$ cat src/rtl/fuzzy_pkg.sv
// Shared fuzzy-controller types, widths and the defuzzifier state encoding.
// The products of weight and singleton are formed here so every stage agrees on width.
package fuzzy_pkg;

    typedef logic [15:0]        q15_t;
    typedef logic signed [15:0] sq15_t;

    localparam q15_t Q15_ONE   = 16'h8000;
    localparam int   DEN_W     = 18;
    localparam int   NUM_W     = 35;
    localparam int   DIV_ITERS = 16;

    typedef enum logic [1:0] {IDLE, SUM, DIV, DONE} dfz_state_t;

    // unsigned weight times signed singleton, sign-extended to the accumulator width
    function automatic logic signed [NUM_W-1:0] wz_term(input q15_t w, input sq15_t z);
        logic signed [32:0] p;
        p = $signed({1'b0, w}) * z;
        return {{(NUM_W-33){p[32]}}, p};
    endfunction

endpackage

$ cat src/rtl/defuzz4_wavg_udiv.sv
// Restoring unsigned divider, one quotient bit per cycle, Q_W iterations.
// o_done/o_quot are valid combinationally during the final iteration cycle.
module udiv_seq #(
    parameter int DVD_W = 35,
    parameter int DVS_W = 18,
    parameter int Q_W   = 16
) (
    input  logic             clk,
    input  logic             rst,
    input  logic             i_start,
    input  logic [DVD_W-1:0] i_dividend,
    input  logic [DVS_W-1:0] i_divisor,
    output logic             o_busy,
    output logic             o_done,
    output logic [Q_W-1:0]   o_quot
);

    localparam int SH_W  = DVS_W + Q_W - 1;
    localparam int CMP_W = (DVD_W > SH_W) ? DVD_W : SH_W;
    localparam int CNT_W = $clog2(Q_W);

    logic [DVD_W-1:0] r_rem;
    logic [SH_W-1:0]  r_dsh;
    logic [Q_W-1:0]   r_q;
    logic [CNT_W-1:0] r_cnt;
    logic             r_busy;

    logic [CMP_W-1:0] w_rem_x;
    logic [CMP_W-1:0] w_dsh_x;
    logic [CMP_W-1:0] w_diff;
    logic             w_ge;

    assign w_rem_x = CMP_W'(r_rem);
    assign w_dsh_x = CMP_W'(r_dsh);
    assign w_ge    = (w_rem_x >= w_dsh_x);
    assign w_diff  = w_rem_x - w_dsh_x;

    assign o_busy = r_busy;
    assign o_done = r_busy && (r_cnt == CNT_W'(Q_W - 1));
    assign o_quot = {r_q[Q_W-2:0], w_ge};

    // load operands on start, then trial-subtract the shifted divisor each cycle
    always_ff @(posedge clk) begin
        if (rst) begin
            r_rem  <= '0;
            r_dsh  <= '0;
            r_q    <= '0;
            r_cnt  <= '0;
            r_busy <= 1'b0;
        end else if (i_start) begin
            r_rem  <= i_dividend;
            r_dsh  <= {i_divisor, {(Q_W-1){1'b0}}};
            r_q    <= '0;
            r_cnt  <= '0;
            r_busy <= 1'b1;
        end else if (r_busy) begin
            if (w_ge) begin
                r_rem <= DVD_W'(w_diff);
            end
            r_dsh <= r_dsh >> 1;
            r_q   <= o_quot;
            r_cnt <= r_cnt + 1'b1;
            if (o_done) begin
                r_busy <= 1'b0;
            end
        end
    end

endmodule

$ cat src/rtl/defuzz4_wavg.sv
// Zero-order Sugeno defuzzifier: y = sum(w*Z)/sum(w) over four corner rules.
// Define DEFUZZ4_ROUND_EN for round-half-away-from-zero instead of truncation.
module defuzz4_wavg
    import fuzzy_pkg::*;
#(
    parameter sq15_t Z_NN      = -16'sh8000,
    parameter sq15_t Z_NP      = -16'sh4000,
    parameter sq15_t Z_PN      = 16'sh4000,
    parameter sq15_t Z_PP      = 16'sh7FFF,
    parameter sq15_t Y_DEFAULT = 16'sh0000
) (
    input  logic        clk,
    input  logic        rst,
    input  logic        in_valid,
    output logic        in_ready,
    input  logic [15:0] w_nn,
    input  logic [15:0] w_np,
    input  logic [15:0] w_pn,
    input  logic [15:0] w_pp,
    output logic        out_valid,
    input  logic        out_ready,
    output logic [15:0] y,
    output logic        div0
);

    dfz_state_t r_state;
    dfz_state_t w_next;

    q15_t  r_wnn, r_wnp, r_wpn, r_wpp;
    sq15_t r_y;
    logic  r_div0;
    logic  r_sign;

    logic signed [NUM_W-1:0] w_num;
    logic [DEN_W-1:0]        w_den;
    logic [NUM_W-1:0]        w_mag;
    logic [NUM_W-1:0]        w_dvd;
    logic                    w_accept;
    logic                    w_start;
    logic                    w_div_busy;
    logic                    w_div_done;
    logic [DIV_ITERS-1:0]    w_quot;

    assign in_ready  = (r_state == IDLE) && !rst;
    assign out_valid = (r_state == DONE);
    assign y         = r_y;
    assign div0      = r_div0;
    assign w_accept  = in_valid && in_ready;

    assign w_num = wz_term(r_wnn, Z_NN) + wz_term(r_wnp, Z_NP)
                 + wz_term(r_wpn, Z_PN) + wz_term(r_wpp, Z_PP);
    assign w_den = {2'b00, r_wnn} + {2'b00, r_wnp}
                 + {2'b00, r_wpn} + {2'b00, r_wpp};
    assign w_mag = w_num[NUM_W-1] ? $unsigned(-w_num) : $unsigned(w_num);

`ifdef DEFUZZ4_ROUND_EN
    assign w_dvd = w_mag + NUM_W'(w_den >> 1);
`else
    assign w_dvd = w_mag;
`endif

    assign w_start = (r_state == SUM) && (w_den != '0);

    udiv_seq #(
        .DVD_W (NUM_W),
        .DVS_W (DEN_W),
        .Q_W   (DIV_ITERS)
    ) u_div (
        .clk        (clk),
        .rst        (rst),
        .i_start    (w_start),
        .i_dividend (w_dvd),
        .i_divisor  (w_den),
        .o_busy     (w_div_busy),
        .o_done     (w_div_done),
        .o_quot     (w_quot)
    );

    // state register
    always_ff @(posedge clk) begin
        if (rst) r_state <= IDLE;
        else     r_state <= w_next;
    end

    // next-state: a divider that is idle while in DIV can never finish, so leave
    always_comb begin
        w_next = r_state;
        unique case (r_state)
            IDLE: if (w_accept) w_next = SUM;
            SUM:  w_next = (w_den == '0) ? DONE : DIV;
            DIV:  if (w_div_done || !w_div_busy) w_next = DONE;
            DONE: if (out_ready) w_next = IDLE;
        endcase
    end

    // weights are sampled only on the accepting edge
    always_ff @(posedge clk) begin
        if (rst) begin
            r_wnn <= '0;
            r_wnp <= '0;
            r_wpn <= '0;
            r_wpp <= '0;
        end else if (w_accept) begin
            r_wnn <= w_nn;
            r_wnp <= w_np;
            r_wpn <= w_pn;
            r_wpp <= w_pp;
        end
    end

    // result registers: zero-den shortcut in SUM, signed quotient at end of DIV
    always_ff @(posedge clk) begin
        if (rst) begin
            r_y    <= '0;
            r_div0 <= 1'b0;
            r_sign <= 1'b0;
        end else if (r_state == SUM) begin
            r_sign <= w_num[NUM_W-1];
            if (w_den == '0) begin
                r_y    <= Y_DEFAULT;
                r_div0 <= 1'b1;
            end else begin
                r_div0 <= 1'b0;
            end
        end else if ((r_state == DIV) && w_div_done) begin
            r_y <= r_sign ? -w_quot : w_quot;
        end
    end

endmodule

$ cat config.mk
export PLATFORM = sky130hd
export DESIGN_NAME = defuzz4_wavg
export DESIGN_NICKNAME = d
export VERILOG_FILES = /design/src/rtl/fuzzy_pkg.sv /design/src/rtl/defuzz4_wavg_udiv.sv /design/src/rtl/defuzz4_wavg.sv
export SDC_FILE = /design/constraint.sdc
export NUM_CORES = 1
export LEC_CHECK = 0
export CAP_MARGIN = 5
export CORE_MARGIN = 2
export CORE_UTILIZATION = 63
export DETAILED_ROUTE_END_ITERATION = 7
export GPL_TIMING_DRIVEN = 0
export PLACE_DENSITY = 0.79
export SYNTH_ARGS = -nofsm -noshare
export SYNTH_HDL_FRONTEND = slang
export SYNTH_SLANG_ARGS = --single-unit
$ cat constraint.sdc
create_clock -name clk -period 12.65 [get_ports clk]
set_input_delay 2.53 -clock clk [delete_from_list [all_inputs] [get_ports clk]]
set_output_delay 2.53 -clock clk [all_outputs]
set_load 0.01 [all_outputs]
**Yosys cells after proc, flatten, opt, wreduce, memory -nomap -nowiden**

Index checks and enable logic that the tools add are counted.

- Bits in registers: 172

- Muxes and demuxes: 19
- $lt $le $gt $ge: 1
- Reductions and logical operators: 18
- Equality and inequality tests: 8
- $add $sub $neg: 12
- $mul: 1

Operators with widths:

| operator | number |
|---|---|
| 2-to-1 mux 35 bit | 4 |
| 2-to-1 mux 33 bit | 2 |
| 2-to-1 mux 16 bit | 4 |
| adder 34 x 31 -> 35 bit | 1 |
| adder 35 x 32 -> 35 bit | 1 |
| greater-or-equal comparator 35 x 33 -> 1 bit | 1 |
| negation 35 bit | 1 |
| subtractor 35 x 33 -> 35 bit | 1 |
| adder 33 x 33 -> 34 bit | 1 |
| multiplier 16 x 15 -> 31 bit (second input constant) | 1 |
| negation 16 -> 19 bit | 1 |
| adder 17 x 16 -> 18 bit | 1 |
| adder 18 x 16 -> 18 bit | 1 |
| zero test 18 bit | 1 |
| negation 16 -> 18 bit | 1 |
| nonzero test 18 bit | 1 |
| adder 16 x 16 -> 17 bit | 1 |
| negation 16 bit | 1 |
| one-hot mux 2 bit (4 select lines) | 1 |
| 2-to-1 mux 2 bit | 3 |
| nonzero test 2 bit | 3 |
| logical AND 1 bit | 5 |
| 2-to-1 mux 1 bit | 5 |
| adder 4 x 1 -> 4 bit (second input constant) | 1 |
| 11 further kinds | 16 |

**Logic depth before layout (Yosys ltp)**

Gate-level depths: netlist of the first run.

- Depth after elaboration: 7
- Depth in mapped cells: 37
- Gate-level depth less buffers: 36

**Cells and area by module**

A second synthesis of the first run with hierarchy kept.

- Cells, all modules: 2,166
- Area, all modules: 18,447.7 sq um

Modules (own cells, without submodules):

| module | cells an instance | area an instance (sq um) | sequential area each (sq um) | instances |
|---|---|---|---|---|
| defuzz4_wavg | 1,439 | 12,593.3 | 1,681.6 | 1 |
| udiv_seq | 727 | 5,854.4 | 1,761.7 | 1 |

**Worst setup path before layout of the first run**

OpenSTA, ideal clock, no wires.

- Path type: reg-to-reg
- Start: register r_wpp[12]
- End: register u_div.r_rem[26]
- Stages on the path, launching flop included: 33
- Path slack: 3.747 ns
- Path buffers: 1
- Clock period less this slack: 8.903 ns
- Data arrival time: 8.807 ns
- Setup time: 0.095 ns
- Required time: 12.555 ns
- Path through: dfxtp_1 fa_1 inv_1 fa_1 inv_1 fa_1 fa_1 fa_1 inv_1 fa_1 inv_1 ha_1 a21o_1 a21o_1 a21o_1 a2111o_1 o211ai_1 a21oi_1 o41ai_2 mux2i_1 a2111oi_0 fa_1 inv_1 ha_1 ha_1 nand3_1 a21oi_1 or4_1 nand3_1 buf_2 a21oi_1 xnor2_1 a221oi_1

- Word-level cells in the longest chain between the ends: 5
- Elaborated cells on any way between the ends: 11

RTL lines:

| element | line | RTL |
|---|---|---|
| start: declaration | defuzz4_wavg.sv:29 | `q15_t r_wnn, r_wnp, r_wpn, r_wpp;` |
| start signal: assignment | defuzz4_wavg.sv:107 | `r_wpp <= w_pp;` |
| multiplier 16 x 15 -> 31 bit or adder 18 x 16 -> 18 bit (tied branches) | fuzzy_pkg.sv:18, defuzz4_wavg.sv:53 |  |
| adder 35 x 32 -> 35 bit or nonzero test 18 bit (tied branches) | defuzz4_wavg.sv:51, defuzz4_wavg.sv:62 |  |
| negation 35 bit or logical AND 1 bit (tied branches) | defuzz4_wavg.sv:54, defuzz4_wavg.sv:62 |  |
| 2-to-1 mux 35 bit or nonzero test 2 bit (tied branches) | -- |  |
| 2-to-1 mux 35 bit or AND reduction 2 bit (tied branches) | -- |  |
| end signal: assignment | defuzz4_wavg_udiv.sv:51 | `r_rem <= i_dividend;` |
| end signal: assignment | defuzz4_wavg_udiv.sv:58 | `r_rem <= DVD_W'(w_diff);` |
| end: declaration | defuzz4_wavg_udiv.sv:22 | `logic [DVD_W-1:0] r_rem;` |

Parallel ways exist; a longest one is shown, timed or not.
A chain may end at the register's enable or synchronous reset.

**Worst setup path in the final report of the first run**

- Start: register r_wpp[9]
- End: register u_div.r_rem[10]

The elaborated chain is that of the path after synthesis.

==> metrics, run 1 <==
post-DR vias/cell=5.976; Die Height=174.6 microns; Tightest Pin Transition=0.9201 ns; critical-path maximum fanout=10; FF-to-FF Start=r_wpp[9]; clock root buffer=clkbuf_16; Core Rows=62; post-synth cell types=84; via count of the first global-routing pass=15530; synthesized area per cell=8.716 sq um; drt pass-1 iters=6; Final Hold Vio Count=0; FF+latch count, synth=172; # setup viols final=0; first-pass GRT wire length=between 80 and 90 mm; status=complete, no violations; Clock Sinks=~170; Synth area leaders=dfxtp_1 19%, fa_1 19%, ha_1 12%; Max stage delay on crit path=~0.7 ns; f_max=94.03 MHz; RSZ-0062 raised after global routing=no; post-route antenna net violation count=0; RePlAce Congestion=0.9790; top cells by count, synth=275 x inv_1, 172 x dfxtp_1, 172 x fa_1, 172 x ha_1, 161 x nor2_1; largest net degree at the start of global routing=18; area leader, netlist=dfxtp_1; Worst R2R Setup Slack=2.02 ns; Diodes inserted=0; critical path arrival=10.94 ns; Overall Global Routing Usage=0.3342; initial antenna violation count=0; CTS tree=yes; Initial Utilization=0.6389; Overflow after GRT=0; ratio of cells with drive above 1 in the final layout=0.03735; number of synthesized flops with an enable pin=0; clk slew on worst S/H paths=0.08 ns; count of input and output buffers=85; Crit. Startpoint=r_wpp[9]; fin crit share=0.8407; Hold Path Origin=y[11]; # hold bufs at CTS=0; synthesized cell area=around 18000 sq um; top-count cell post-synth=inv_1; worst path required time=12.95 ns; Filler cells=2339; cell family with most CP delay=adder cells; hpwl dp=41.70 mm; Final Slew Violations=0; Synth top area share=0.1878; Final Skew=0.01558 ns; Post-CTS Setup Inserts=0; CP Capture Type=flop; Die W=174.6 microns; Max-Cap Viols=0; Gate Count Post-Synth=2104; Clock Tree Buf Depth=2; Layout area overhead=10.49%; crit path launch type=flop; DR WL/cell=19.28 microns; core region area=28700 sq um; CP max stage cell=fa_1; # DRC=0; setup tns final=0 ns; Worst Path Buf+Inv=8; Seq/Total Area, Yosys=0.1878; DRT Wirelength=50.24 mm; most frequent CP cell=fa_1; Max-slew headroom=0.3866; Async S/R FF share, synth=0; Most used DFF post-synth=dfxtp_1; Ys Warns=0; Max H-tree Level=4; # resized after CTS=0; Crit Path Class=reg2reg; worst-skew pair later-pin latency=0.45 ns; I/O Pins=87; minimum clock period after layout=~11 ns; DR iter-0 viols=1165; Nets=2621; Vias=15570; Hold/Removal Path Class=reg2reg; CTS buffer count=17; die area=about 30000 sq um; Synth Net Count=2516
-- logic make-up (layout without fill, tap and decap cells) --
family          count (synthesis)  in the layout  share of synthesized area
compound gates                478            478                     0.1816
buf+inv                       353            471                    0.07587
mux                            53             53                    0.02893
xor+xnor                      150            150                    0.07164
flops                         172            172                     0.1878
fa+ha+maj                     344            344                     0.3051
simple gates                  554            554                     0.1491
-- cell type report --
type	instances	area (sq um)	area share
Sequential cell	172	3443	0.1699
Timing Repair Buffer	86	855.8	0.04224
Clock inverter	13	153.9	0.007595
Buffer	78	359.1	0.01772
Clock buffer	19	432.9	0.02136
Inverter	275	1032	0.05094
Multi-Input combinational cell	1579	13510	0.6665
Tap cell	384	480.5	0.02371
-- path summary, 6_finish.rpt --
check	endpoint	depth (start not counted)
max	u_div.r_rem[10]	36
min	y[11]	1
max reg2reg	u_div.r_rem[10]	36
min reg2reg	y[11]	1
-- through the flow --
stage | util | instances | hold slack (ns) | worst slack, ns | instance area, sq um
2_1_floorplan | - | 2104 | 0.4585 | 3.747 | 18340
3_3_place_gp | 0.6853 | 2573 | 0.4455 | 1.433 | 19670
3_5_place_dp | 0.6855 | 2574 | 0.4457 | 2.154 | 19680
4_1_cts | 0.7060 | 2606 | 0.4674 | 2.119 | 20260
5_1_grt | 0.7060 | 2606 | 0.4794 | 1.459 | 20260
6_report | 0.7060 | 2606 | 0.4626 | 2.015 | 20260
-- per-layer routing --
| layer | routed length [microns] | GRT usage | part of all wire | up-vias |
|---|---|---|---|---|
| li1 | - | - | - | 7426 |
| met5 | 0 | 0 | 0 | - |
| met2 | 23330 | 0.5567 | 0.46 | 548 |
| met1 | 21810 | 0.4353 | 0.43 | 7498 |
| met4 | 2248 | 0.1451 | 0.045 | 0 |
| met3 | 2847 | 0.04896 | 0.057 | 101 |
-- placed cells by master (no fill, tap or decap), types with 8 or more instances in the layout --
master	n
clkbuf_16	17
clkbuf_1	61
a21o_1	39
inv_1	275
buf_2	12
and3_1	17
a31oi_1	12
a221oi_1	8
o21ai_0	91
nor2_1	161
xor2_1	62
nand4_1	12
dfxtp_1	172
nor3_1	33
clkdlybuf4s50_1	85
nand2_1	141
o21bai_1	10
or3_1	8
o211a_1	9
o211ai_1	9
nand3_1	35
or2_2	8
nor2b_1	15
a211oi_1	71
xnor2_1	88
mux2i_1	53
o21a_1	20
o31ai_1	35
fa_1	172
or4_1	11
and2_1	11
nand2b_1	55
a21oi_1	97
ha_1	172
nor4_1	12
-- registers in the layout, summed over array words and instances, names as in the netlist --
register	flops
div0	1
r_sign	1
r_state	2
r_wnn	16
r_wnp	16
r_wpn	16
r_wpp	16
u_div.o_busy	1
u_div.r_cnt	4
u_div.r_dsh	33
u_div.r_q	15
u_div.r_rem	35
y	16
Power of run 1 is left out: the tool's default activity adds up to more than one toggle a clock period on the data nets, which glitch-free logic cannot reach.
==> inputs of run 2 (changes only) <==
Clock period 12.65 ns to 10.7 ns, I/O delays scaled along.
==> metrics, run 2 (synthesis results as in run 1) <==
status=complete, no violations; Die W=around 170 microns; FF-to-FF Start=r_wpp[10]; fin crit share=0.9565; CTS buffer count=17; initial antenna violation count=0; Hold/Removal Path Class=reg2reg; WHS Endpoint=y[11]; drt pass-1 iters=6; Nets=between 2000 and 3000; crit path launch type=flop; CP max stage cell=fa_2; cell family with most CP delay=adder cells; Final Slew Violations=0; Hold Path Stages=1; PnR worst setup slack=0.4656 ns; Final Hold Vio Count=0; critical-path maximum fanout=10; pre-CTS WS=0.2037 ns; # setup viols final=0; worst path required time=approximately 11 ns; post-route antenna net violation count=0; f_max=97.71 MHz; count of input and output buffers=85; Tightest Pin Transition=between 0.9 and 1 ns; Worst Path Buf+Inv=10; Min Hold Slack=0.4626 ns; Overall Global Routing Usage=0.3342; Most flops, register=u_div.r_rem; DR iter-0 viols=1196; # DRC=0; worst-skew pair later-pin latency=0.45 ns; Max-Cap Viols=0; Max stage delay on crit path=0.69 ns; # hold bufs at CTS=0; Diodes inserted=0; DRT Wirelength=50.11 mm; Hold Path Origin=y[11]; cell depth of the worst flop-to-flop path=36; die area=roughly 30000 sq um; worst r2r dst=u_div.r_rem[30]; Max-slew headroom=0.3812; critical path arrival=10.55 ns; fin util=0.7068; Overflow after GRT=0; via count of the first global-routing pass=15530; Layout area overhead=10.62%; clk slew on worst S/H paths=0.07 ns; most frequent cells in the layout=275 x inv_1, 172 x ha_1, 172 x dfxtp_1; core region area=28700 sq um; Crit Path Class=reg2reg; Initial Utilization=0.6389; minimum clock period after layout=a little over 10 ns; Clock Tree Buf Depth=2; DR WL/cell=slightly below 20 microns; first-pass GRT wire length=80.32 mm; I/O Pins=87; ratio of cells with drive above 1 in the final layout=0.03960; commonest non-fill, non-tap cell in the layout=inv_1; clock root buffer=clkbuf_16; Post-CTS Setup Inserts=0; Vias=15500; Final Skew=between 0.01 and 0.015 ns; post-DR vias/cell=5.947; most frequent CP cell=inv_1; hpwl dp=between 40 and 50 mm; Worst R2R Setup Slack=0.47 ns; largest net degree at the start of global routing=18; Core Rows=62; Clock Sinks=around 170; Critical Path Stages=36; max reg flops=35; RePlAce Congestion=~0.98; CTS tree=yes; Die Height=174.6 microns; Max H-tree Level=4; RSZ-0062 raised after global routing=no; Largest regs=u_div.r_rem (35), u_div.r_dsh (33); CP Capture Type=flop
## run 2: cell counts in the layout (fill, tap and decap cells not counted)
No cell type changed its count.
## run 2: worst max-delay path by stage
| stage | slack (ns) | to | from |
|---|---|---|---|
| finish | 0.47 | u_div.r_rem[30] | r_wpp[10] |
| CTS | 0.17 | u_div.r_rem[10] | r_wpp[9] |
| floorplan | 1.80 | u_div.r_rem[26] | r_wpp[12] |
| global route | 0.07 | u_div.r_rem[34] | r_wpp[9] |
| global placement | -0.52 | u_div.r_rem[30] | r_wpp[9] |
| detailed placement | 0.20 | u_div.r_rem[10] | r_wpp[9] |
## run 2: stage by stage
step | setup TNS, ns | std cells | area, sq um
floorplan | 0 | 2104 | 18340
global placement | -10.05 | 2573 | 19670
detailed placement | 0 | 2574 | 19680
CTS | 0 | 2606 | 20260
global route | 0 | 2606 | 20290
finish | 0 | 2606 | 20290
## run 2: final cells by class
cell class	instances	area [sq um]
clock inverter	13	153.9
clock buffer	19	432.9
multi-input combinational	1579	13530
timing repair buffer	86	855.8
inverter	275	1032
tap	384	480.5
sequential	172	3443
buffer	78	360.3
fill	2335	8416
## run 2: repair_timing
item / 4_1_cts / 5_1_grt
hold endpoints to repair: 0 / 0
endpoints found under the setup margin: 0 / 32
resized for setup: 0 / 7
## run 2: worst reg2reg max path: cells and delay by family (launching register included)
family / cells / cell delay, ns
and+or+nand+nor: 4 / 1.18
DFF: 1 / 0.50
adders and majority gates: 10 / 4.55
xor gates and xnor gates: 1 / 0.34
muxes: 1 / 0.13
AOI/OAI and AO/OA: 10 / 2.15
buffers and inverters: 10 / 1.25
## run 2: routing by layer
| layer | routed length (microns) | vias to the layer above | share of wire | global-route usage |
|---|---|---|---|---|
| li1 | - | 7427 | - | - |
| met1 | 22020 | 7469 | 0.44 | 0.4353 |
| met2 | 23370 | 505 | 0.47 | 0.5567 |
| met3 | 2528 | 96 | 0.050 | 0.04896 |
| met4 | 2189 | 0 | 0.044 | 0.1451 |
| met5 | 0 | - | 0 | 0 |
Power of run 2 is left out for the same reason.
==> inputs of run 3 (changes only) <==
Settings changed: CORE_UTILIZATION 63 to 35, PLACE_DENSITY 0.79 to 0.47.
==> metrics, run 3 (synthesis results as in run 1) <==
status=complete, no violations; Filler cells=approximately 5300; first-pass GRT wire length=88.75 mm; FF-to-FF Start=r_wpp[12]; Max H-tree Level=4; DR WL/cell=19.53 microns; Overflow after GRT=0; Initial Utilization=0.3560; Clock Tree Buf Depth=2; count of input and output buffers=85; Die W=232.9 microns; Hold Path Stages=1; # DRC=0; Core Rows=83; CP Capture Type=flop; worst r2r dst=u_div.r_rem[30]; CTS buffer count=17; core region area=51510 sq um; Min Hold Slack=0.4649 ns; Tightest Pin Transition=0.9680 ns; cell depth of the worst flop-to-flop path=32; crit path launch type=flop; RSZ-0062 raised after global routing=no; Max stage delay on crit path=0.74 ns; fin crit share=0.9569; clk slew on worst S/H paths=0.08 ns; I/O Pins=87; via count of the first global-routing pass=15330; Max-Cap Viols=0; grt met1 use=0.2896; Post-CTS Setup Inserts=0; met2 Track Usage GR=0.3610; clock root buffer=clkbuf_16; met3 usage=0.02255; critical-path maximum fanout=10; DRT Wirelength=56.62 mm; Diodes inserted=0; post-DR vias/cell=5.162; commonest non-fill, non-tap cell in the layout=inv_1; Largest regs=u_div.r_rem (35), u_div.r_dsh (33); Final Skew=0.02014 ns; Hold Path Origin=y[9]; Crit. Startpoint=r_wpp[12]; pre-CTS WS=-0.1570 ns; minimum clock period after layout=10.24 ns; Final Hold Vio Count=0; RePlAce Congestion=0.8811; ratio of cells with drive above 1 in the final layout=0.04279; Worst R2R Setup Slack=0.46 ns; GR peak layer=met2; Die Height=around 230 microns; CTS tree=yes; Max-slew headroom=0.3546; Clock Sinks=172; # hold bufs at CTS=0; f_max=97.67 MHz; Most flops, register=u_div.r_rem; initial antenna violation count=0; worst-skew pair later-pin latency=0.47 ns; largest net degree at the start of global routing=20; CP max stage cell=fa_1; drt pass-1 iters=5; hpwl dp=47.46 mm; die area=54240 sq um; DR iter-0 viols=812; most frequent CP cell=fa_1; critical path arrival=10.58 ns; # setup viols final=0; Worst Path Buf+Inv=6; Overall Global Routing Usage=0.2143; post-route antenna net violation count=0; PnR worst setup slack=0.4610 ns; worst path required time=11.04 ns; max reg flops=35; Hold/Removal Path Class=reg2reg; Crit Path Class=reg2reg; most frequent cells in the layout=275 x inv_1, 172 x ha_1, 171 x fa_1, 171 x dfxtp_1, 161 x nor2_1; Final Slew Violations=0; WHS Endpoint=y[9]; Nets=about 2600; cell family with most CP delay=adder cells; Layout area overhead=13.01%; Vias=14970
[run 3: per-stage QoR]
step           cell area [sq um]  std cells  TNS, ns    util
2_1_floorplan              18340       2104        0       -
6_report                   20720       2900        0  0.4024
4_1_cts                    20690       2901        0  0.4017
5_1_grt                    20720       2900        0  0.4024
3_5_place_dp               20050       2869   -1.084  0.3892
3_3_place_gp               20040       2869   -30.18  0.3891
[run 3: routing by layer]
metal	share of wire	vias up
met5	0	-
met4	0.023	0
met3	0.026	47
met2	0.47	258
met1	0.48	7252
li1	-	7414
[run 3: area by class of cell]
cell class                      count  area [sq um]  share of cell area
Multi-Input combinational cell   1579         13570              0.6546
Sequential cell                   172          3445              0.1662
Inverter                          275          1032             0.04981
Timing Repair Buffer               85         850.8             0.04105
Tap cell                          680         850.8             0.04105
Clock buffer                       17         425.4             0.02053
Buffer                             77         359.1             0.01733
Clock inverter                     15         195.2            0.009418
[run 3: worst max path at each step]
stage | end | slack, ns | cells after the start
6_report | u_div.r_rem[30] | 0.46 | 32
5_1_grt | u_div.r_rem[33] | 0.04 | 32
4_1_cts | u_div.r_rem[6] | 0.02 | 36
3_5_place_dp | u_div.r_rem[4] | -0.16 | 36
3_3_place_gp | u_div.r_rem[4] | -1.09 | 36
2_1_floorplan | u_div.r_rem[26] | 1.80 | 32
[run 3: worst reg2reg max path, delay by kind of cell, from the launching register on]
family / cells / cell delay [ns]
DFF: 1 / 0.48
buffers and inverters: 6 / 0.63
xor gates and xnor gates: 1 / 0.33
AOI/OAI and AO/OA: 11 / 2.68
muxes: 1 / 0.18
and+or+nand+nor: 3 / 0.94
adders and majority gates: 10 / 4.88
[run 3: repair_timing]
item                       in CTS  in global routing
pin swaps                       0                  1
setup endpoints to repair      15                 35
gates resized for setup         4                 10
Power of run 3 is left out for the same reason.
